**src/rtl/pwm_peripheral_if.sv**
```systemverilog
// Register-side and pin-side signals of the PWM peripheral.
// The register file drives through the master modport; pwm_peripheral uses the slave modport.
interface pwm_peripheral_if;
  logic [7:0]  en_reg_out_7_0;
  logic [7:0]  en_reg_out_15_8;
  logic [7:0]  en_reg_pwm_7_0;
  logic [7:0]  en_reg_pwm_15_8;
  logic [7:0]  pwm_duty_cycle;
  logic [15:0] out;
  logic        period_start;

  modport master (
    output en_reg_out_7_0, en_reg_out_15_8, en_reg_pwm_7_0, en_reg_pwm_15_8, pwm_duty_cycle,
    input  out, period_start
  );

  modport slave (
    input  en_reg_out_7_0, en_reg_out_15_8, en_reg_pwm_7_0, en_reg_pwm_15_8, pwm_duty_cycle,
    output out, period_start
  );
endinterface

```
**src/rtl/pwm_peripheral.sv**
```systemverilog
// 16-pin output driver: each pin is off, static high or driven by one shared PWM waveform.
// Define PWM_DUTY_SHADOW_EN to latch the duty value only at the period wrap.
module pwm_peripheral #(
  parameter int unsigned PRESCALE_DIV = 13
) (
  input  logic             clk,
  input  logic             rst_n,
  pwm_peripheral_if.slave  bus
);

  localparam int unsigned     PRE_W    = (PRESCALE_DIV > 1) ? $clog2(PRESCALE_DIV) : 1;
  localparam logic [PRE_W-1:0] PRE_LAST = PRE_W'(PRESCALE_DIV - 1);

  logic [PRE_W-1:0] pre_cnt;
  logic             tick;
  logic [7:0]       pwm_cnt;
  logic             wrap;
  logic [7:0]       duty_active;
  logic             pwm_level;
  logic [15:0]      en_out;
  logic [15:0]      en_pwm;
  logic [15:0]      out_next;
  logic [15:0]      out_q;
  logic             period_start_q;

  assign en_out = {bus.en_reg_out_15_8, bus.en_reg_out_7_0};
  assign en_pwm = {bus.en_reg_pwm_15_8, bus.en_reg_pwm_7_0};

  assign tick = (pre_cnt == PRE_LAST);
  assign wrap = tick && (pwm_cnt == 8'hFF);

  // NOTE: sequential state uses non-blocking assignments so every register
  // samples the pre-edge values of the others, independent of block order.
  always_ff @(posedge clk or negedge rst_n) begin
    if (!rst_n) begin
      pre_cnt <= '0;
    end else if (tick) begin
      pre_cnt <= '0;
    end else begin
      pre_cnt <= pre_cnt + PRE_W'(1);
    end
  end

  // Period counter wraps naturally modulo 256.
  always_ff @(posedge clk or negedge rst_n) begin
    if (!rst_n) begin
      pwm_cnt <= 8'd0;
    end else if (tick) begin
      pwm_cnt <= pwm_cnt + 8'd1;
    end
  end

  always_ff @(posedge clk or negedge rst_n) begin
    if (!rst_n) begin
      period_start_q <= 1'b0;
    end else begin
      period_start_q <= wrap;
    end
  end

`ifdef PWM_DUTY_SHADOW_EN
  logic [7:0] duty_shadow;

  // Loaded on the same wrap that raises period_start, so each period is whole.
  always_ff @(posedge clk or negedge rst_n) begin
    if (!rst_n) begin
      duty_shadow <= 8'h00;
    end else if (wrap) begin
      duty_shadow <= bus.pwm_duty_cycle;
    end
  end

  assign duty_active = duty_shadow;
`else
  assign duty_active = bus.pwm_duty_cycle;
`endif

  // NOTE: every always_comb output gets a value on every path (here a default
  // first), otherwise synthesis infers a latch.
  always_comb begin
    pwm_level = 1'b0;
    out_next  = 16'h0000;
    if (duty_active == 8'hFF) begin
      pwm_level = 1'b1;
    end else begin
      pwm_level = (pwm_cnt < duty_active);
    end
    out_next = en_out & (~en_pwm | {16{pwm_level}});
  end

  // Registering the pin drive keeps the outputs glitch-free.
  always_ff @(posedge clk or negedge rst_n) begin
    if (!rst_n) begin
      out_q <= 16'h0000;
    end else begin
      out_q <= out_next;
    end
  end

  assign bus.out          = out_q;
  assign bus.period_start = period_start_q;

endmodule

```
**src/flat_wrapper.sv**
```systemverilog
// flat-port wrapper written by rule: the top's interface ports become plain ports
module pwm_peripheral_flat 
#(
  parameter int unsigned PRESCALE_DIV = 13
)
  (clk, rst_n, bus_en_reg_out_7_0, bus_en_reg_out_15_8, bus_en_reg_pwm_7_0, bus_en_reg_pwm_15_8, bus_pwm_duty_cycle, bus_out, bus_period_start);
  pwm_peripheral_if bus_i ();
  input  logic clk;
  input  logic rst_n;
  input wire logic [$bits(bus_i.en_reg_out_7_0)-1:0] bus_en_reg_out_7_0;
  input wire logic [$bits(bus_i.en_reg_out_15_8)-1:0] bus_en_reg_out_15_8;
  input wire logic [$bits(bus_i.en_reg_pwm_7_0)-1:0] bus_en_reg_pwm_7_0;
  input wire logic [$bits(bus_i.en_reg_pwm_15_8)-1:0] bus_en_reg_pwm_15_8;
  input wire logic [$bits(bus_i.pwm_duty_cycle)-1:0] bus_pwm_duty_cycle;
  output wire logic [$bits(bus_i.out)-1:0] bus_out;
  output wire logic [$bits(bus_i.period_start)-1:0] bus_period_start;
  assign bus_i.en_reg_out_7_0 = bus_en_reg_out_7_0;
  assign bus_i.en_reg_out_15_8 = bus_en_reg_out_15_8;
  assign bus_i.en_reg_pwm_7_0 = bus_en_reg_pwm_7_0;
  assign bus_i.en_reg_pwm_15_8 = bus_en_reg_pwm_15_8;
  assign bus_i.pwm_duty_cycle = bus_pwm_duty_cycle;
  assign bus_out = bus_i.out;
  assign bus_period_start = bus_i.period_start;
  pwm_peripheral #(.PRESCALE_DIV(PRESCALE_DIV)) u_core (.clk(clk), .rst_n(rst_n), .bus(bus_i));
endmodule
```
**config.mk**
```make
export PLATFORM = sky130hd
export DESIGN_NAME = pwm_peripheral_flat
export DESIGN_NICKNAME = d
export VERILOG_FILES = /design/src/rtl/pwm_peripheral_if.sv /design/src/rtl/pwm_peripheral.sv /design/src/flat_wrapper.sv
export SDC_FILE = /design/constraint.sdc
export NUM_CORES = 1
export LEC_CHECK = 0
export ABC_AREA = 1
export CAP_MARGIN = 0
export CORE_ASPECT_RATIO = 0.8
export CORE_MARGIN = 5
export CORE_UTILIZATION = 44
export CTS_BUF_LIST = sky130_fd_sc_hd__clkbuf_4 sky130_fd_sc_hd__clkbuf_8
export DETAILED_ROUTE_END_ITERATION = 7
export PLACE_DENSITY = 0.85
export SYNTH_ARGS = -nofsm -noshare
export SYNTH_HDL_FRONTEND = slang
export SYNTH_SLANG_ARGS = --single-unit
```
**constraint.sdc**
```tcl
create_clock -name clk -period 1.9 [get_ports clk]
set_clock_uncertainty 0.1 [all_clocks]
set_input_delay 0.57 -clock clk [delete_from_list [all_inputs] [get_ports clk]]
set_output_delay 0.57 -clock clk [all_outputs]
set_load 0.1 [all_outputs]
```
# [Word level (Yosys, flattened, before mapping)]
# Index checks and enable logic that the tools add are counted.
[classes] n_addsub=2 mul=0 div_mod_pow=0 magnitude_cmp=1 eq_ne=3 shifts=0 n_mux=2 bitwise_logic=3 reduce_logical=1
[op_table] operator="16-bit AND" count=1
[op_table] operator="8-bit == test, second input constant" count=2
[op_table] operator="16-bit NOT" count=1
[op_table] operator="16-bit OR" count=1
[op_table] operator="8-bit by 1-bit adder with 8-bit output, second input constant" count=1
[op_table] operator="8-bit less-than comparator" count=1
[op_table] operator="4-bit by 1-bit adder with 4-bit output, second input constant" count=1
[op_table] operator="4-bit == test, second input constant" count=1
[op_table] operator="4-bit 2-to-1 mux" count=1
[op_table] operator="1-bit logical AND" count=1
[op_table] operator="1-bit 2-to-1 mux" count=1
[totals] ff_bits=29 latch_bits=0 ram_bits=0 mem_bits_ro=0 output_inout_bits=17 memories=0

# [Depth between registers and ports, before layout]
# Gate-level depths: netlist (run 1).
[logic_depth] word_depth=4 ltp_mapped=12 depth_no_buf=11

# [Worst setup path before layout (run 1)]
# OpenSTA, ideal clock, no wires.
[synth_path] path_type="input to register" from="input bus_pwm_duty_cycle[5]" to="register u_core.out_q[10], in the netlist u_core.bus.out[10]" setup_ns=0.063 arrival_time_ns=1.665 required_ns=1.737 slack_ns=0.072 stages=10 path_buffers=1 path_cell_list="inv_1 ha_1 a21oi_1 nor2_1 nor3_1 nand2_1 buf_2 nand3_1 nand2_1 inv_1"
[synth_between] elab_chain_cells=4 elab_cells_between_ends=5 classes_between="order compare (1); eq/ne (1); mux (1); bitwise (2)"
[synth_lines] item="start: declaration" line="flat_wrapper.sv:14" text="input wire logic [$bits(bus_i.pwm_duty_cycle)-1:0] bus_pwm_duty_cycle;"
[synth_lines] item="8-bit less-than comparator or 8-bit == test (tied branches)" line="pwm_peripheral.sv:86, pwm_peripheral.sv:83"
[synth_lines] item="1-bit 2-to-1 mux *" line="pwm_peripheral.sv:83" text="if (duty_active == 8'hFF) begin"
[synth_lines] item="16-bit OR *" line="pwm_peripheral.sv:88" text="out_next = en_out & (~en_pwm | {16{pwm_level}});"
[synth_lines] item="16-bit AND *" line="pwm_peripheral.sv:88"
[synth_lines] item="via u_core.out_next[10]" line="pwm_peripheral.sv:22" text="logic [15:0] out_next;"
[synth_lines] item="end signal: assignment" line="pwm_peripheral.sv:96" text="out_q <= out_next;"
[synth_lines] item="end: declaration" line="pwm_peripheral.sv:23" text="logic [15:0] out_q;"
# The timed path passes the listed nets; every way through them passes the cells marked *.
# A chain may end at the register's enable or synchronous reset.

# [Worst setup path in the final report (run 1)]
[layout_path] from="input bus_pwm_duty_cycle[3]" to="register u_core.out_q[12], in the netlist u_core.bus.out[12]"
# The elaborated chain is that of the path after synthesis.

==> implementation parameters, run 1 <==
Parameter                              Value

Status
  Run status    finished clean

Synth
  Number of nets in the synthesized netlist    206
  Number of different library cells in the post-synthesis netlist    20
  Yosys warnings    0
  Average cell area after synthesis    9.16 um^2
  Synthesized netlist cell count    154
  Synthesized area    1410 um^2
  Portion of the post-synthesis area used by sequential elements    51.5%
  Number of storage elements in the synthesis netlist    29

Min path
  Sink of the worst hold path    u_core.pwm_cnt[2]
  Startpoint of the worst hold path    u_core.pwm_cnt[2]
  Cell depth of the worst min-delay path    1
  Kind of path behind the tightest hold check    register to register

Power and ir drop
  Power density over the cells    680 nW/um^2
  Net switching power figure    0.000443 W
  Worst VDD drop    729 uV
  Leakage    1.23 nW
  Clock share of power    39.9%
  Reg power frac    38.7%
  Cell-internal power    0.00124 W
  Fraction of power consumed by combinational cells    21.3%
  Fraction of power spent switching nets    26.4%

Final layout
  Layout net count    276
  Leading cell type in the layout, fill and taps excluded    sky130_fd_sc_hd__clkdlybuf4s50_1
  Most used cells in the layout excluding fill and tap cells    34 x sky130_fd_sc_hd__clkdlybuf4s50_1, 33 x sky130_fd_sc_hd__inv_1, 29 x sky130_fd_sc_hd__dfrtp_1
  Final design area excluding fillers    2470 um^2
  Count of antenna diodes in the layout    0
  Layout overhead on the synthesized area    75.2%
  Fraction of final layout cells sized beyond drive strength 1    24.4%

Die
  Die outline width    73.3 um
  Die area    4440 um^2
  Core ar.    3090 um^2
  Top-Level Pins    59
  Row count    18
  Y dimension of the die    60.6 um
  Initial Util    45.7%

Setup path
  Arrival time worst endpoint    1.90 ns
  CP max FO    8
  Worst reg-to-reg setup slack    0.17 ns
  Critical Path Sink Type    register
  Setup crit start kind    input port
  Worst Reg2Reg Path Length in Cells    11
  Critical path data required time    1.98 ns
  Critical Setup Path Class    input port to register
  FF-to-FF Start    u_core.pwm_cnt[3]
  Critical R2R Capture    u_core.bus.out[12]

Timing
  Hold Violations, Final    0
  Tcrit/Tclk final    95.9%
  Slack of the critical path    0.0779 ns
  Slew at the pin closest to its max-slew limit    0.378 ns
  Clock period minus worst slack    1.82 ns
  RSZ-0062 raised after global routing    false
  Setup-failing EPs final    0
  Worst slew margin    74.8%
  Max-slew violation count    0
  Max Clock Freq    0.549 GHz

Drt
  Sum of met2 wire segment lengths after detailed routing    2.13 mm
  Per-cell via count in the routed design    4.75
  1st-pass router iterations    4
  Routed metal-1 wirelength    1.57 mm
  Vias    1,259
  Post-Route WL    4.04 mm
  Wire per inst    15.2 um
  Number of remaining DRC errors    0
  Violation count after the first detailed-route iteration    41
  ANT nets after route    0
  Met3 WL post-DR    250 um
  Max layer used    met4

Placed design
  Placement-stage cell area    2250 um^2
  Quantity of I/O buffers inserted on ports    58
  GP Congestion    0.740
  Half-perimeter wire length after detailed placement    2.67 mm
  Worst slack at placement    -0.432 ns

GRT
  Wire length of the first global-routing pass    6.19 mm
  Initial antenna violation count    0
  Pin count of the biggest net entering global routing    30
  Total global routing overflow    0
  Combined global-route utilization of all metal layers    19.2%
  Number of global-route vias before repair    1,343

Flow run
  Number of maximum-capacitance violations    0

Clock tree
  Worst-case clock buffer depth    2
  Clock latency reported for the late side of the worst-skew pair    0.28 ns
  Clock root buffer    sky130_fd_sc_hd__clkbuf_8
  Total CTS buffers    5
  Number of sinks driven by the clock tree    29
  Clock slew at the register clock pins of the worst setup and hold paths    0.07 ns
  Clock tree from TritonCTS    done
  Depth of the CTS H-tree    2
## what timing repair did
action / in CTS / in global routing
resized for setup: 23 / 5
pin swaps: 14 / 6
setup endpoints to repair: 16 / 16
cloned: 1 / 0
setup buffers: 3 / 0
hold buffers: 0 / 0
## per-layer routing
metal,up-vias,GRT usage [%]
met3,8,6.46
met2,50,35.0
met1,596,21.2
met4,0,6.46
li1,605,-
met5,-,0
## power by group through the flow
stage          clock [W]  sequential, W  combinational (W)
6_report        0.000671       0.000651           0.000358
5_1_grt         0.000712       0.000652           0.000376
4_1_cts         0.000684       0.000651           0.000356
3_5_place_dp           0       0.000662           0.000351
3_3_place_gp           0       0.000661           0.000347
2_1_floorplan          0       0.000785          0.0000284
## Yosys cell counts
| library cell | n | area (um^2) |
|---|---|---|
| sky130_fd_sc_hd__a21oi_1 | 3 | 15.0 |
| sky130_fd_sc_hd__a31oi_1 | 1 | 6.26 |
| sky130_fd_sc_hd__buf_2 | 2 | 10.0 |
| sky130_fd_sc_hd__dfrtp_1 | 29 | 726 |
| sky130_fd_sc_hd__ha_1 | 10 | 125 |
| sky130_fd_sc_hd__inv_1 | 36 | 135 |
| sky130_fd_sc_hd__mux2_2 | 1 | 11.3 |
| sky130_fd_sc_hd__nand2_1 | 32 | 120 |
| sky130_fd_sc_hd__nand3_1 | 17 | 85.1 |
| sky130_fd_sc_hd__nand3_2 | 1 | 10.0 |
| sky130_fd_sc_hd__nand3_4 | 1 | 17.5 |
| sky130_fd_sc_hd__nand4_1 | 1 | 6.26 |
| sky130_fd_sc_hd__nor2_1 | 4 | 15.0 |
| sky130_fd_sc_hd__nor2_4 | 1 | 11.3 |
| sky130_fd_sc_hd__nor3_1 | 4 | 20.0 |
| sky130_fd_sc_hd__nor3b_2 | 1 | 12.5 |
| sky130_fd_sc_hd__o21ai_0 | 1 | 5.00 |
| sky130_fd_sc_hd__or2_4 | 1 | 8.76 |
| sky130_fd_sc_hd__xnor2_1 | 1 | 8.76 |
| sky130_fd_sc_hd__xor2_1 | 7 | 61.3 |
## state kept, by name (all words and copies together) (netlist names)
| register | flops |
|---|---|
| u_core.pre_cnt | 4 |
| u_core.bus.period_start | 1 |
| u_core.bus.out | 16 |
| u_core.pwm_cnt | 8 |
## worst max-delay path by stage
stage	end	slack, ns	startpoint	cells past startpoint
floorplan	u_core.bus.out[10]	0.07	bus_pwm_duty_cycle[5]	10
global placement	u_core.bus.out[13]	-0.37	bus_pwm_duty_cycle[5]	11
detailed placement	u_core.bus.out[9]	-0.43	bus_pwm_duty_cycle[5]	11
CTS	u_core.bus.out[14]	0.03	bus_pwm_duty_cycle[7]	12
global route	u_core.bus.out[12]	0.0004	bus_pwm_duty_cycle[1]	13
finish	u_core.bus.out[12]	0.08	bus_pwm_duty_cycle[3]	13
## metrics by stage
| stage | util, % | hold WS (ns) | cells | TNS [ns] | total power [W] |
|---|---|---|---|---|---|
| 3_3_place_gp | 73.0 | 0.382 | 255 | -5.79 | 0.00101 |
| 2_1_floorplan | - | 0.174 | 154 | 0 | 0.000813 |
| 5_1_grt | 80.0 | 0.466 | 265 | 0 | 0.00174 |
| 3_5_place_dp | 73.0 | 0.384 | 255 | -6.65 | 0.00101 |
| 6_report | 80.0 | 0.440 | 265 | 0 | 0.00168 |
| 4_1_cts | 80.4 | 0.416 | 267 | 0 | 0.00169 |
## worst max-delay path: stages
cell and delay [ns]:
sky130_fd_sc_hd__dlygate4sd2_1 0.24, sky130_fd_sc_hd__inv_2 0.05, sky130_fd_sc_hd__ha_4 0.26, sky130_fd_sc_hd__nand2_1 0.05, sky130_fd_sc_hd__inv_1 0.05, sky130_fd_sc_hd__nand2_1 0.05
sky130_fd_sc_hd__nand2_1 0.08, sky130_fd_sc_hd__nand2_2 0.07, sky130_fd_sc_hd__nand2_2 0.10, sky130_fd_sc_hd__buf_6 0.15, sky130_fd_sc_hd__nand3_2 0.09, sky130_fd_sc_hd__nand2_2 0.09
sky130_fd_sc_hd__inv_1 0.04
## cell type report
type                       instances  area (um^2)
timing repair buffer              65          811
sequential                        29          726
multi-input combinational         87          628
fill                             161          616
inverter                          36          135
clock buffer                       7         90.1
tap                               40         50.0
clock inverter                     1         30.0
## cell families after synthesis
logic type,after synthesis,share of synthesized area [%]
AO/OA/AOI/OAI,5,1.86
XOR/XNOR,8,4.97
adder cells (fa/ha/maj),10,8.87
buffers and inverters,38,10.3
flip-flops,29,51.5
multiplexers,1,0.799
AND/OR/NAND/NOR,63,21.7
No activity file was read; power rests on OpenSTA's default activity.
==> run 2: changes to the inputs <==
--- a/config.mk
+++ b/config.mk
@@ -7,7 +7,7 @@
 export LEC_CHECK = 0
 export ABC_AREA = 1
 export CAP_MARGIN = 0
-export CORE_ASPECT_RATIO = 0.8
+export CORE_ASPECT_RATIO = 1.2
 export CORE_MARGIN = 5
 export CORE_UTILIZATION = 44
 export CTS_BUF_LIST = sky130_fd_sc_hd__clkbuf_4 sky130_fd_sc_hd__clkbuf_8
==> implementation parameters, run 2 (synthesis gave the netlist of run 1 again) <==
Parameter                              Value

Setup path
  CP max FO    8
  Critical Setup Path Class    input port to register
  Critical Path Sink Type    register
  Critical path data required time    2.08 ns
  Setup crit start kind    input port
  Arrival time worst endpoint    1.96 ns

Drt
  Post-Route WL    3.52 mm
  Number of remaining DRC errors    0
  Wire per inst    13.5 um
  1st-pass router iterations    4
  Violation count after the first detailed-route iteration    24
  ANT nets after route    0
  Per-cell via count in the routed design    4.69
  Vias    1,224

Timing
  Hold Violations, Final    0
  Clock period minus worst slack    1.78 ns
  Slack of the critical path    0.120 ns
  Slew at the pin closest to its max-slew limit    0.361 ns
  Max-slew violation count    0
  Max Clock Freq    0.562 GHz
  RSZ-0062 raised after global routing    false
  Tcrit/Tclk final    93.7%
  Setup-failing EPs final    0
  Worst slew margin    76.0%

Status
  Run status    finished clean

Die
  Initial Util    45.7%
  Die outline width    61.7 um
  Row count    22
  Core ar.    3080 um^2
  Top-Level Pins    59
  Y dimension of the die    72.0 um
  Die area    4440 um^2

Clock tree
  Depth of the CTS H-tree    2
  Clock tree from TritonCTS    done
  Worst-case clock buffer depth    2
  Clock root buffer    sky130_fd_sc_hd__clkbuf_4
  Clock slew at the register clock pins of the worst setup and hold paths    0.09 ns
  Total CTS buffers    5
  Number of sinks driven by the clock tree    29
  Clock latency reported for the late side of the worst-skew pair    0.33 ns

Final layout
  Fraction of final layout cells sized beyond drive strength 1    24.0%
  Layout net count    276
  Area of combinational cells with multiple inputs    616 um^2
  Count of antenna diodes in the layout    0
  Flip-flop count of the largest register after layout    16
  Sequential cell area    726 um^2
  Layout overhead on the synthesized area    71.5%
  Most used cells in the layout excluding fill and tap cells    34 x sky130_fd_sc_hd__inv_1, 34 x sky130_fd_sc_hd__clkdlybuf4s50_1, 30 x sky130_fd_sc_hd__nand2_1
  Filler instances    200

Placed design
  Quantity of I/O buffers inserted on ports    58
  Half-perimeter wire length after detailed placement    2.50 mm
  GP Congestion    0.757
  Worst slack at placement    -0.442 ns

Flow run
  Number of maximum-capacitance violations    0

Power and ir drop
  Power density over the cells    593 nW/um^2
  Total power    0.00143 W
  Worst VDD drop    540 uV
  Leakage    1.21 nW

GRT
  Number of global-route vias before repair    1,300
  Combined global-route utilization of all metal layers    17.8%
  Total global routing overflow    0
  Initial antenna violation count    0
  Wire length of the first global-routing pass    5.64 mm
  Pin count of the biggest net entering global routing    30

Min path
  Kind of path behind the tightest hold check    register to register
-- run 2: changes by cell type in the layout (fill, tap and decap cells not counted), moves of 2 or more --
| cell | change |
|---|---|
| sky130_fd_sc_hd__clkbuf_4 | +4 |
| sky130_fd_sc_hd__clkbuf_8 | -4 |
| sky130_fd_sc_hd__nand3_1 | -4 |
| sky130_fd_sc_hd__nand3_2 | +4 |
| sky130_fd_sc_hd__ha_4 | -2 |
| sky130_fd_sc_hd__nand2_1 | +2 |
| sky130_fd_sc_hd__nand2_2 | -2 |
-- run 2: routing by layer --
| metal | GRT usage [%] | share of wire (%) |
|---|---|---|
| met5 | 0 | 0 |
| met4 | 9.43 | 2.4 |
| met3 | 7.30 | 9.6 |
| met2 | 29.8 | 53 |
| met1 | 18.5 | 35 |
-- run 2: final timing paths --
path / from / endpoint / slack, ns / depth (start not counted)
setup / recovery: bus_pwm_duty_cycle[5] / u_core.bus.out[6] / 0.12 / 11
hold / removal: u_core.pwm_cnt[3] / u_core.pwm_cnt[3] / 0.44 / 1
setup reg to reg: u_core.pwm_cnt[5] / u_core.bus.out[6] / 0.16 / 9
hold reg to reg: u_core.pwm_cnt[3] / u_core.pwm_cnt[3] / 0.44 / 1
max in group asynchronous: rst_n / u_core.pwm_cnt[4] / 0.92 / 2
min in group asynchronous: rst_n / u_core.bus.out[13] / 0.52 / 2
-- run 2: critical path, stage by stage --
cell                            delay, ns
sky130_fd_sc_hd__dlygate4sd2_1       0.24
sky130_fd_sc_hd__inv_2               0.08
sky130_fd_sc_hd__ha_4                0.20
sky130_fd_sc_hd__a21oi_2             0.11
sky130_fd_sc_hd__nor2_1              0.06
sky130_fd_sc_hd__nor3_1              0.20
sky130_fd_sc_hd__nand2_2             0.15
sky130_fd_sc_hd__buf_16              0.17
sky130_fd_sc_hd__nand3_1             0.06
sky130_fd_sc_hd__nand2_1             0.06
sky130_fd_sc_hd__inv_1               0.05
-- run 2: area by class of cell --
class / instances / share of cell area [%]
Clock buffer: 7 / 2.69
Tap cell: 36 / 1.86
Multi-Input combinational cell: 87 / 25.5
Sequential cell: 29 / 30.0
Inverter: 36 / 5.59
Timing Repair Buffer: 65 / 34.2
Clock inverter: 1 / 0.207
-- run 2: timing repair --
item                                    4_1_cts  5_1_grt
hold endpoints to repair                      0        0
resized for setup                            24        0
endpoints found under the setup margin       16        0
buffers inserted                              1        0
hold buffers                                  0        0
-- run 2: through the flow --
stage               hold slack [ns]  area, um^2  instances  utilization, %  setup TNS (ns)
floorplan                     0.174        1410        154               -               0
global placement              0.380        2250        251            72.8           -5.65
detailed placement            0.393        2250        251            72.8           -6.87
CTS                           0.451        2420        261            78.4               0
global route                  0.471        2420        261            78.4               0
finish                        0.443        2420        261            78.4               0
-- run 2: power breakdown --
group	total (W)	internal [W]	switching (W)
Combinational	0.000353	0.000159	0.000194
Sequential	0.000650	0.000635	0.0000158
Clock	0.000430	0.000214	0.000216
